File: src/rtl/iod_pause_pkg.sv
// -----------------------------------------------------------------------------
// iod_pause_pkg
// Shared definitions for the IOD pause/delay sequencer:
//   - iod_state_t : sequencer FSM states
//   - TAP_W/TAP_MAX : delay-line tap position width and upper limit
//   - WAIT_W : width of the pre/post/recover wait counter
//   - clamp_steps() : applied step count saturated to the remaining tap range
// -----------------------------------------------------------------------------
package iod_pause_pkg;

    localparam int              TAP_W   = 7;
    localparam logic [TAP_W-1:0] TAP_MAX = 7'd127;
    localparam int              WAIT_W  = 4;

    typedef enum logic [2:0] {
        ST_IDLE    = 3'd0,
        ST_SETUP   = 3'd1,
        ST_MOVE    = 3'd2,
        ST_GAP     = 3'd3,
        ST_HOLD    = 3'd4,
        ST_RELEASE = 3'd5,
        ST_FINISH  = 3'd6
    } iod_state_t;

    // Number of taps that can actually be moved from 'tap' in direction 'dir'
    // without leaving 0..TAP_MAX.
    function automatic logic [TAP_W-1:0] clamp_steps(
        input logic             dir,
        input logic [TAP_W-1:0] tap,
        input logic [TAP_W-1:0] steps
    );
        logic [TAP_W-1:0] room;
        room = dir ? (TAP_MAX - tap) : tap;
        return (steps > room) ? room : steps;
    endfunction

endpackage

File: src/rtl/iod_pause_wait_cnt.sv
// -----------------------------------------------------------------------------
// iod_pause_wait_cnt
// Loadable down-counter with a zero flag. Shared by the SETUP, HOLD and
// RELEASE phases of the sequencer; load takes priority over decrement and
// the count sticks at zero.
// Ports:
//   i_clk, i_rst_n : clock, asynchronous active-low reset
//   i_load         : load i_load_val on the next edge
//   i_load_val     : value to load
//   i_dec          : decrement by one (ignored at zero)
//   o_zero         : registered count is zero
// -----------------------------------------------------------------------------
import iod_pause_pkg::*;

module iod_pause_wait_cnt (
    input  logic              i_clk,
    input  logic              i_rst_n,
    input  logic              i_load,
    input  logic [WAIT_W-1:0] i_load_val,
    input  logic              i_dec,
    output logic              o_zero
);

    logic [WAIT_W-1:0] r_cnt;

    // Count register: load, decrement toward zero, or hold.
    always_ff @(posedge i_clk or negedge i_rst_n) begin
        if (!i_rst_n) begin
            r_cnt <= {WAIT_W{1'b0}};
        end else if (i_load) begin
            r_cnt <= i_load_val;
        end else if (i_dec && (r_cnt != {WAIT_W{1'b0}})) begin
            r_cnt <= r_cnt - {{(WAIT_W-1){1'b0}}, 1'b1};
        end else begin
            r_cnt <= r_cnt;
        end
    end

    assign o_zero = (r_cnt == {WAIT_W{1'b0}});

endmodule

File: src/rtl/iod_pause_delay_seq.sv
// -----------------------------------------------------------------------------
// iod_pause_delay_seq
// Issues delay-line tap moves for one IOD lane group, wrapping each burst of
// moves in a HS_IO_CLK_PAUSE window, and tracks the tap position so requests
// saturate at 0 and TAP_MAX.
// Ports:
//   CLK, RESETN      : clock, asynchronous active-low reset
//   REQ              : move request (level, sampled only when idle)
//   REQ_DIR          : 1 = increment, 0 = decrement
//   REQ_STEPS[6:0]   : requested tap count
//   BUSY             : sequence in progress
//   DONE             : one-cycle completion pulse
//   CLAMPED          : applied count was smaller than requested (valid with DONE)
//   TAP[6:0]         : current tap position
//   HS_IO_CLK_PAUSE  : pause request to the lane-controller synchroniser
//   DELAY_MOVE       : one-cycle tap-move strobe
//   DELAY_DIR        : direction qualifier for DELAY_MOVE
// Outputs other than BUSY are registered from the current state, so they
// appear one cycle after the state is entered; BUSY is registered from the
// next state and therefore tracks the state itself.
// -----------------------------------------------------------------------------
import iod_pause_pkg::*;

module iod_pause_delay_seq #(
    parameter int PRE_WAIT  = 4,
    parameter int POST_WAIT = 4,
    parameter int RECOVER   = 2,
    parameter int TAP_INIT  = 0
) (
    input  logic             CLK,
    input  logic             RESETN,
    input  logic             REQ,
    input  logic             REQ_DIR,
    input  logic [TAP_W-1:0] REQ_STEPS,
    output logic             BUSY,
    output logic             DONE,
    output logic             CLAMPED,
    output logic [TAP_W-1:0] TAP,
    output logic             HS_IO_CLK_PAUSE,
    output logic             DELAY_MOVE,
    output logic             DELAY_DIR
);

    // Wait counter reload values: a phase lasting N cycles loads N-1.
    localparam logic [WAIT_W-1:0] PRE_LD  = WAIT_W'(PRE_WAIT - 1);
    localparam logic [WAIT_W-1:0] POST_LD = WAIT_W'(POST_WAIT - 1);
    localparam logic [WAIT_W-1:0] REC_LD  = WAIT_W'(RECOVER - 1);
    localparam logic [TAP_W-1:0]  TAP_RST = TAP_W'(TAP_INIT);

    iod_state_t        r_state;
    iod_state_t        w_state_nx;
    logic              w_accept;
    logic [TAP_W-1:0]  w_n;
    logic              w_ld;
    logic [WAIT_W-1:0] w_ld_val;
    logic              w_dec;
    logic              w_wait_zero;

    logic              r_dir;
    logic [TAP_W-1:0]  r_rem;
    logic              r_clamped;
    logic [TAP_W-1:0]  r_tap;
    logic              r_busy;
    logic              r_done;
    logic              r_pause;
    logic              r_move;
    logic              r_dly_dir;

    iod_pause_wait_cnt u_wait_cnt (
        .i_clk      (CLK),
        .i_rst_n    (RESETN),
        .i_load     (w_ld),
        .i_load_val (w_ld_val),
        .i_dec      (w_dec),
        .o_zero     (w_wait_zero)
    );

    // State register.
    always_ff @(posedge CLK or negedge RESETN) begin
        if (!RESETN) begin
            r_state <= ST_IDLE;
        end else begin
            r_state <= w_state_nx;
        end
    end

    // Next-state logic and wait-counter control.
    always_comb begin
        w_state_nx = r_state;
        w_accept   = 1'b0;
        w_ld       = 1'b0;
        w_ld_val   = {WAIT_W{1'b0}};
        w_dec      = 1'b0;
        w_n        = clamp_steps(REQ_DIR, r_tap, REQ_STEPS);
        case (r_state)
            ST_IDLE: begin
                if (REQ) begin
                    w_accept   = 1'b1;
                    w_state_nx = ST_SETUP;
                    w_ld       = 1'b1;
                    w_ld_val   = PRE_LD;
                end else begin
                    w_state_nx = ST_IDLE;
                end
            end
            ST_SETUP: begin
                if (w_wait_zero) begin
                    if (r_rem != {TAP_W{1'b0}}) begin
                        w_state_nx = ST_MOVE;
                    end else begin
                        w_state_nx = ST_HOLD;
                        w_ld       = 1'b1;
                        w_ld_val   = POST_LD;
                    end
                end else begin
                    w_dec = 1'b1;
                end
            end
            ST_MOVE: begin
                // r_rem still counts the move being issued this cycle.
                if (r_rem == 7'd1) begin
                    w_state_nx = ST_HOLD;
                    w_ld       = 1'b1;
                    w_ld_val   = POST_LD;
                end else begin
                    w_state_nx = ST_GAP;
                end
            end
            ST_GAP: begin
                w_state_nx = ST_MOVE;
            end
            ST_HOLD: begin
                if (w_wait_zero) begin
                    w_state_nx = ST_RELEASE;
                    w_ld       = 1'b1;
                    w_ld_val   = REC_LD;
                end else begin
                    w_dec = 1'b1;
                end
            end
            ST_RELEASE: begin
                if (w_wait_zero) begin
                    w_state_nx = ST_FINISH;
                end else begin
                    w_dec = 1'b1;
                end
            end
            ST_FINISH: begin
                w_state_nx = ST_IDLE;
            end
            default: begin
                w_state_nx = ST_IDLE;
            end
        endcase
    end

    // Request latch, remaining-move counter and tap position.
    always_ff @(posedge CLK or negedge RESETN) begin
        if (!RESETN) begin
            r_dir     <= 1'b0;
            r_rem     <= {TAP_W{1'b0}};
            r_clamped <= 1'b0;
            r_tap     <= TAP_RST;
        end else if (w_accept) begin
            r_dir     <= REQ_DIR;
            r_rem     <= w_n;
            r_clamped <= (w_n != REQ_STEPS);
        end else if (r_state == ST_MOVE) begin
            r_rem <= r_rem - 7'd1;
            r_tap <= r_dir ? (r_tap + 7'd1) : (r_tap - 7'd1);
        end else begin
            r_rem <= r_rem;
            r_tap <= r_tap;
        end
    end

    // Registered outputs decoded from the state.
    always_ff @(posedge CLK or negedge RESETN) begin
        if (!RESETN) begin
            r_busy    <= 1'b0;
            r_done    <= 1'b0;
            r_pause   <= 1'b0;
            r_move    <= 1'b0;
            r_dly_dir <= 1'b0;
        end else begin
            r_busy    <= (w_state_nx != ST_IDLE);
            r_done    <= (r_state == ST_FINISH);
            r_pause   <= (r_state == ST_SETUP) || (r_state == ST_MOVE) ||
                         (r_state == ST_GAP)   || (r_state == ST_HOLD);
            r_move    <= (r_state == ST_MOVE);
            r_dly_dir <= ((r_state != ST_IDLE) && (r_state != ST_FINISH)) ? r_dir : 1'b0;
        end
    end

    assign BUSY            = r_busy;
    assign DONE            = r_done;
    assign CLAMPED         = r_clamped;
    assign TAP             = r_tap;
    assign HS_IO_CLK_PAUSE = r_pause;
    assign DELAY_MOVE      = r_move;
    assign DELAY_DIR       = r_dly_dir;

endmodule

File: config.mk
export PLATFORM = sky130hd
export DESIGN_NAME = iod_pause_delay_seq
export DESIGN_NICKNAME = d
export VERILOG_FILES = /design/src/rtl/iod_pause_pkg.sv /design/src/rtl/iod_pause_wait_cnt.sv /design/src/rtl/iod_pause_delay_seq.sv
export SDC_FILE = /design/constraint.sdc
export NUM_CORES = 1
export LEC_CHECK = 0
export ABC_CLOCK_PERIOD_IN_PS = 2100
export CORE_MARGIN = 2
export CORE_UTILIZATION = 50
export DETAILED_ROUTE_END_ITERATION = 16
export PLACE_DENSITY = 0.76
export SKIP_LAST_GASP = 1
export SYNTH_ARGS = -nofsm -noshare
export SYNTH_HDL_FRONTEND = slang
export SYNTH_SLANG_ARGS = --single-unit
export TNS_END_PERCENT = 5
File: constraint.sdc
create_clock -name CLK -period 2.1 [get_ports CLK]
set_input_delay 0.21 -clock CLK [delete_from_list [all_inputs] [get_ports CLK]]
set_output_delay 0.21 -clock CLK [all_outputs]
set_load 0.02 [all_outputs]
==> results.py, run 1 <==
metrics = {
    "die": {
        "rows": 23,
        "coreArea_sq_um": 3940,
        "die_width_um": 67.4,
        "dieArea_sq_um": 4550,
        "io_pins": 24,
        "start_util_pct": 51.0,
        "fp.dieH_um": 67.4,
    },
    "setup_path": {
        "reg2reg_depth": 10,
        "required_ps": 2260,
        "critPathLaunchType": "flop",
        "r2r_slack_ps": -220,
        "crit_type": "flop to flop",
        "r2r_start": "TAP[4]",
        "path_max_fanout": 3,
        "crit_path_end_kind": "flop",
        "cp_data_arrival_time_ps": 2490,
        "timing.rr.end": "r_rem[3]",
    },
    "yosys": {
        "yosysUniqueCellTypes": 48,
        "synthArstFlopShare_pct": 100,
        "syn_avg_cell_area_sq_um": 9.49,
        "synthesis.nets": 239,
        "synthFlopType": "dfrtp_1",
        "ys_ff_latch": 28,
        "yosysSeqAreaShare_pct": 34.8,
        "synth_area_leaders": "dfrtp_1, ha_1, xnor2_1",
        "synth_warnings": 0,
        "synth_edf_count": 0,
        "netlist.area_leader.share_pct": 34.8,
        "yosys.area.top_type": "dfrtp_1",
        "syn_area_sq_um": 2010,
        "syn_inst": 212,
    },
    "sta": {
        "worst_slack_ps": -224,
        "fin_hold_ws_ps": 299,
        "fmax_ghz": 0.430,
        "maxSlewHeadroom_pct": 74.9,
        "fin_crit_sh_pct": 111,
        "rsz0062_at_grt": "yes",
        "finalSetupViolCount": 7,
        "hold_viol": 0,
        "worst_pin_slew_ps": 373,
        "finalCriticalPeriod_ps": 2320,
        "final_max_slew_viol_count": 0,
        "fin_worst_skew_ps": 3.02,
    },
    "clock_tree": {
        "clkSinkCount": 28,
        "ctsHoldBuffers": 0,
        "cts_buffers": 3,
        "cts_tree": "built",
        "cts-root-buf": "clkbuf_8",
        "clock_path_buffers": 2,
        "clkTransAtPathRegs_ps": 100,
        "clk_latency_ps": 270,
        "h-tree-depth": 1,
    },
    "power": {
        "p_sw_mw": 1.82,
        "powerDensity_nw_per_um2": 1560,
        "power.total_mw": 4.29,
        "clkPwrFrac_pct": 8.0,
        "cellLeakagePower_nw": 1.25,
        "combPwrFrac_pct": 68.5,
        "p_int_mw": 2.46,
        "switching_share_pct": 42.5,
        "seqPwrFrac_pct": 23.6,
        "vdd_ir_drop_max_uv": 1020,
    },
    "global_routing": {
        "grt_pass1_wl_mm": 7.96,
        "overflow": 0,
        "antenna_found_initial": 0,
        "first_global_vias": 1740,
        "grt_max_degree": 29,
        "grt_usage_pct": 23.3,
    },
    "layout": {
        "syn_to_final_growth_pct": 36.8,
        "fin_area_sq_um": 2750,
        "antenna_cells": 0,
        "final_core_util_pct": 69.8,
        "nets": 300,
        "drive_gt1_share_pct": 23.5,
    },
    "detailed_routing": {
        "drt_wl_total_mm": 4.94,
        "drc": 0,
        "drt_iter0_markers": 70,
        "ant_nets": 0,
        "vias": 1771,
        "wl_per_cell_um": 15.3,
        "first_pass_iters": 4,
        "viasPerCell": 5.50,
    },
    "placed_design": {
        "io_buffer_count": 23,
        "place_congestion": 0.916,
        "hpwlAfterDp_mm": 3.37,
        "placed_area_sq_um": 2480,
    },
    "hold_path": {
        "min_path_type": "primary input to asynchronous set/reset pin",
    },
    "outcome": {
        "outcome": "complete, but fails checks",
        "violations": "setup timing",
    },
    "run": {
        "drv_cap": 0,
    },
}
[placed cells by master, fill, tap and decap left out, types with 2 or more instances in the layout]
master	n
buf_4	35
dfrtp_1	27
clkdlybuf4s50_1	22
nand2_1	16
inv_1	14
xnor2_1	13
ha_1	13
a21oi_1	11
o21ai_0	10
xor2_1	10
nor3_1	10
nor2_1	9
nand3_1	7
mux2i_1	5
and3_1	4
clkbuf_8	4
nor4_1	3
nor2b_1	3
or3_1	3
mux2_2	3
buf_6	3
nor3b_1	2
o31ai_1	2
and2_1	2
xnor2_2	2
o21ai_1	2
o21bai_1	2
a31oi_1	2
nand4_1	2
ha_4	2
[repair_timing]
item | CTS | global route
endpoints found under the setup margin | 8 | 9
pin swaps | 9 | 9
gates cloned | 1 | 0
buffers inserted | 6 | 6
resized for setup | 15 | 3
endpoints found under the hold margin | 0 | 0
[state kept, by name (all words and copies together), names as in the netlist]
register / cells
u_wait_cnt.r_cnt: 4
CLAMPED: 1
DELAY_DIR: 1
DELAY_MOVE: 1
r_rem: 7
DONE: 1
r_dir: 1
TAP: 7
r_state: 3
HS_IO_CLK_PAUSE: 1
BUSY: 1
[logic make-up (layout without fill, tap and decap cells)]
family          count (synthesis)  count (layout)  share of synthesized area [%]
fa+ha+maj                      16              16                           10.3
simple gates                   69              69                           19.2
xor+xnor                       27              27                           12.1
mux                             9               9                           4.73
flops                          28              28                           34.8
buf+inv                        21              81                           4.91
compound gates                 42              42                           13.9
[power groups by stage]
stage	registers (mW)	logic (mW)	clock network, mW
3_3_place_gp	1.01	2.48	0
6_report	1.01	2.94	0.342
5_1_grt	1.05	3.21	0.370
4_1_cts	1.01	2.79	0.348
2_1_floorplan	1.16	1.57	0
3_5_place_dp	1.01	2.55	0
[layer usage]
layer  track usage, %  wire, um  vias up
met1             30.5      2230      854
met5                0         0        -
met3             2.50       149        4
li1                 -         -      870
met2             40.0      2520       43
met4             8.42        44        0
[critical path, stage by stage (launching register included)]
cell and delay (ps):
dfrtp_1 410, xnor2_1 160, ha_1 320, and4_4 250, o31ai_4 70, a21oi_2 180
o32ai_4 140, buf_6 150, buf_6 110, nand4_1 60, or3b_1 340
[worst max path at each step]
stage                       start        to  slack [ps]  cells after the start
after global routing       TAP[4]  r_rem[3]        -310                     10
after CTS                  TAP[5]  r_rem[3]        -170                     10
after detailed placement  REQ_DIR  r_rem[5]        -650                     10
after floorplan           REQ_DIR  r_rem[5]        -190                     10
after global placement    REQ_DIR  r_rem[5]        -580                     10
final                      TAP[4]  r_rem[3]        -220                     10
[stage by stage]
stage	cells	setup TNS [ps]	worst slack, ps
floorplan	212	-698	-189
detailed placement	305	-4240	-648
CTS	316	-717	-170
global placement	305	-3690	-577
global route	322	-1620	-305
finish	322	-772	-224
[cell type report]
cell class,instances,area (sq um)
Clock buffer,4,55.1
Fill cell,276,1190
Inverter,14,52.6
Multi-Input combinational cell,163,1300
Sequential cell,28,702
Tap cell,50,62.6
Timing Repair Buffer,63,578
[Yosys cell counts (all sizes together) (2+ instances only)]
library cell,n
dfrtp,28
nand2,17
xnor2,16
ha,15
inv,14
a21oi,12
o21ai,12
xor2,11
nor2,10
nor3,10
nand3,7
mux2i,5
and3,4
buf,4
mux2,4
nor2b,4
clkbuf,3
nor4,3
o31ai,3
or3,3
a31oi,2
and2,2
nand4,2
nor3b,2
o21bai,2
or4,2
Note: power is estimated with default switching activity, not from simulation.
==> inputs of run 2 (changes only) <==
--- a/config.mk
+++ b/config.mk
@@ -6,10 +6,13 @@
 export NUM_CORES = 1
 export LEC_CHECK = 0
 export ABC_CLOCK_PERIOD_IN_PS = 2100
+export CELL_PAD_IN_SITES_DETAIL_PLACEMENT = 0
+export CELL_PAD_IN_SITES_GLOBAL_PLACEMENT = 1
 export CORE_MARGIN = 2
-export CORE_UTILIZATION = 50
+export CORE_UTILIZATION = 39
 export DETAILED_ROUTE_END_ITERATION = 16
-export PLACE_DENSITY = 0.76
+export PLACE_DENSITY = 0.73
+export SKIP_CTS_REPAIR_TIMING = 1
 export SKIP_LAST_GASP = 1
 export SYNTH_ARGS = -nofsm -noshare
 export SYNTH_HDL_FRONTEND = slang
==> run 2 against run 1 <==
Effect of this change: the run still ends with setup timing left; count of clock-buffer cells in the layout decreased by 1; die area grew 26%; first-iteration DRC count grew 7.1%; critical path depth down 2; setup slack better by 45 ps; total power is 3.0% lower; via count down 3.3%; clock power rose by 28%; design area decreased by 1.3%; combinational power shrank 8.5%; sequential cell count unchanged; highest routed layer unchanged; clock skew down 0.59 ps.
==> results.py, run 2 (synthesized netlist as in run 1, its figures left out) <==
metrics = {
    "detailed_routing": {
        "drt_wl_total_mm": 4.66,
        "vias": 1713,
        "drt_iter0_markers": 75,
        "viasPerCell": 5.10,
        "first_pass_iters": 4,
        "wl_per_cell_um": 13.9,
        "ant_nets": 0,
        "drc": 0,
    },
    "power": {
        "cellLeakagePower_nw": 1.22,
        "vdd_ir_drop_max_uv": 909,
        "powerDensity_nw_per_um2": 1530,
    },
    "die": {
        "fp.dieH_um": 75.8,
        "coreArea_sq_um": 5040,
        "io_pins": 24,
        "start_util_pct": 39.9,
        "die_width_um": 75.8,
        "dieArea_sq_um": 5750,
        "rows": 26,
    },
    "clock_tree": {
        "clock_path_buffers": 2,
        "clkTransAtPathRegs_ps": 100,
        "cts-root-buf": "clkbuf_8",
        "clk_latency_ps": 280,
        "clkSinkCount": 28,
        "h-tree-depth": 1,
        "cts_tree": "built",
        "cts_buffers": 3,
    },
    "layout": {
        "drive_gt1_share_pct": 21.1,
        "nets": 294,
        "layout_common_cells": "buf_4, dfrtp_1, clkdlybuf4s50_1",
        "antenna_cells": 0,
        "final_core_util_pct": 53.9,
        "fin_cells": 336,
        "final_common_cell": "buf_4",
        "syn_to_final_growth_pct": 35.1,
    },
    "placed_design": {
        "hpwlAfterDp_mm": 3.57,
        "place_inst": 331,
        "io_buffer_count": 23,
        "place_congestion": 0.804,
    },
    "sta": {
        "worst_slack_ps": -179,
        "rsz0062_at_grt": "yes",
        "fin_worst_skew_ps": 2.43,
        "worst_pin_slew_ps": 442,
        "fmax_ghz": 0.439,
        "fin_crit_sh_pct": 109,
        "fin_hold_ws_ps": 305,
        "final_max_slew_viol_count": 0,
        "maxSlewHeadroom_pct": 70.3,
        "finalSetupViolCount": 6,
        "finalCriticalPeriod_ps": 2280,
        "hold_viol": 0,
    },
    "setup_path": {
        "slowest_delay_ps": 460,
        "required_ps": 2270,
        "cp_data_arrival_time_ps": 2450,
        "critPathLaunchType": "flop",
        "crit_chain": "xnor2_4 > ha_4 > nor2b_4 > o31ai_4 > a21oi_2 > o32ai_4 > nor3_1 > or3b_1",
        "crit_type": "flop to flop",
        "path_max_fanout": 6,
        "crit_family": "compound AO/OA/AOI/OAI gates",
        "path_buf_inv": 0,
        "crit_path_top_delay_cell": "dfrtp_2",
        "crit_path_end_kind": "flop",
    },
    "global_routing": {
        "grt_max_degree": 29,
        "antenna_found_initial": 0,
        "first_global_vias": 1664,
        "grt_pass1_wl_mm": 7.85,
        "overflow": 0,
        "grt_usage_pct": 18.1,
    },
    "outcome": {
        "violations": "setup timing",
        "outcome": "complete, but fails checks",
    },
    "hold_path": {
        "min_path_type": "primary input to asynchronous set/reset pin",
    },
    "run": {
        "drv_cap": 0,
    },
}
[run 2: layout make-up]
cell class | instances | area, sq um
Multi-Input combinational cell | 163 | 1290
Clock buffer | 3 | 41.3
Fill cell | 483 | 2320
Tap cell | 70 | 87.6
Inverter | 14 | 52.6
Clock inverter | 1 | 30.0
Timing Repair Buffer | 57 | 518
Sequential cell | 28 | 702
[run 2: path summary, 6_finish.rpt]
kind | endpoint | depth (start not counted) | slack (ps) | start
max reg2reg | r_rem[3] | 8 | -180 | TAP[1]
max in group asynchronous | TAP[1] | 2 | 1490 | RESETN
min reg2reg | CLAMPED | 2 | 500 | CLAMPED
min | u_wait_cnt.r_cnt[2] | 2 | 300 | RESETN
max | r_rem[3] | 8 | -180 | TAP[1]
min in group CLK | r_dir | 3 | 480 | REQ_DIR
[run 2: layer usage]
metal / part of all wire [%] / vias to the layer above / global-route usage [%]
li1: - / 860 / -
met1: 44 / 816 / 23.7
met2: 51 / 33 / 31.2
met3: 3.7 / 4 / 3.04
met4: 0.58 / 0 / 4.09
met5: 0 / - / 0
[run 2: stage by stage]
step,setup WS (ps),instance area [sq um],TNS (ps),total power [mW]
4_1_cts,-353,2620,-1970,4.09
3_3_place_gp,-574,2550,-3850,3.61
2_1_floorplan,-189,2020,-698,2.74
5_1_grt,-281,2720,-1310,4.55
6_report,-179,2720,-551,4.16
3_5_place_dp,-656,2550,-4410,3.63
[run 2: where the power goes]
group | switching (mW) | internal, mW
combinational | 1.33 | 1.37
sequential | 0.236 | 0.792
clock | 0.182 | 0.256
total | 1.74 | 2.42
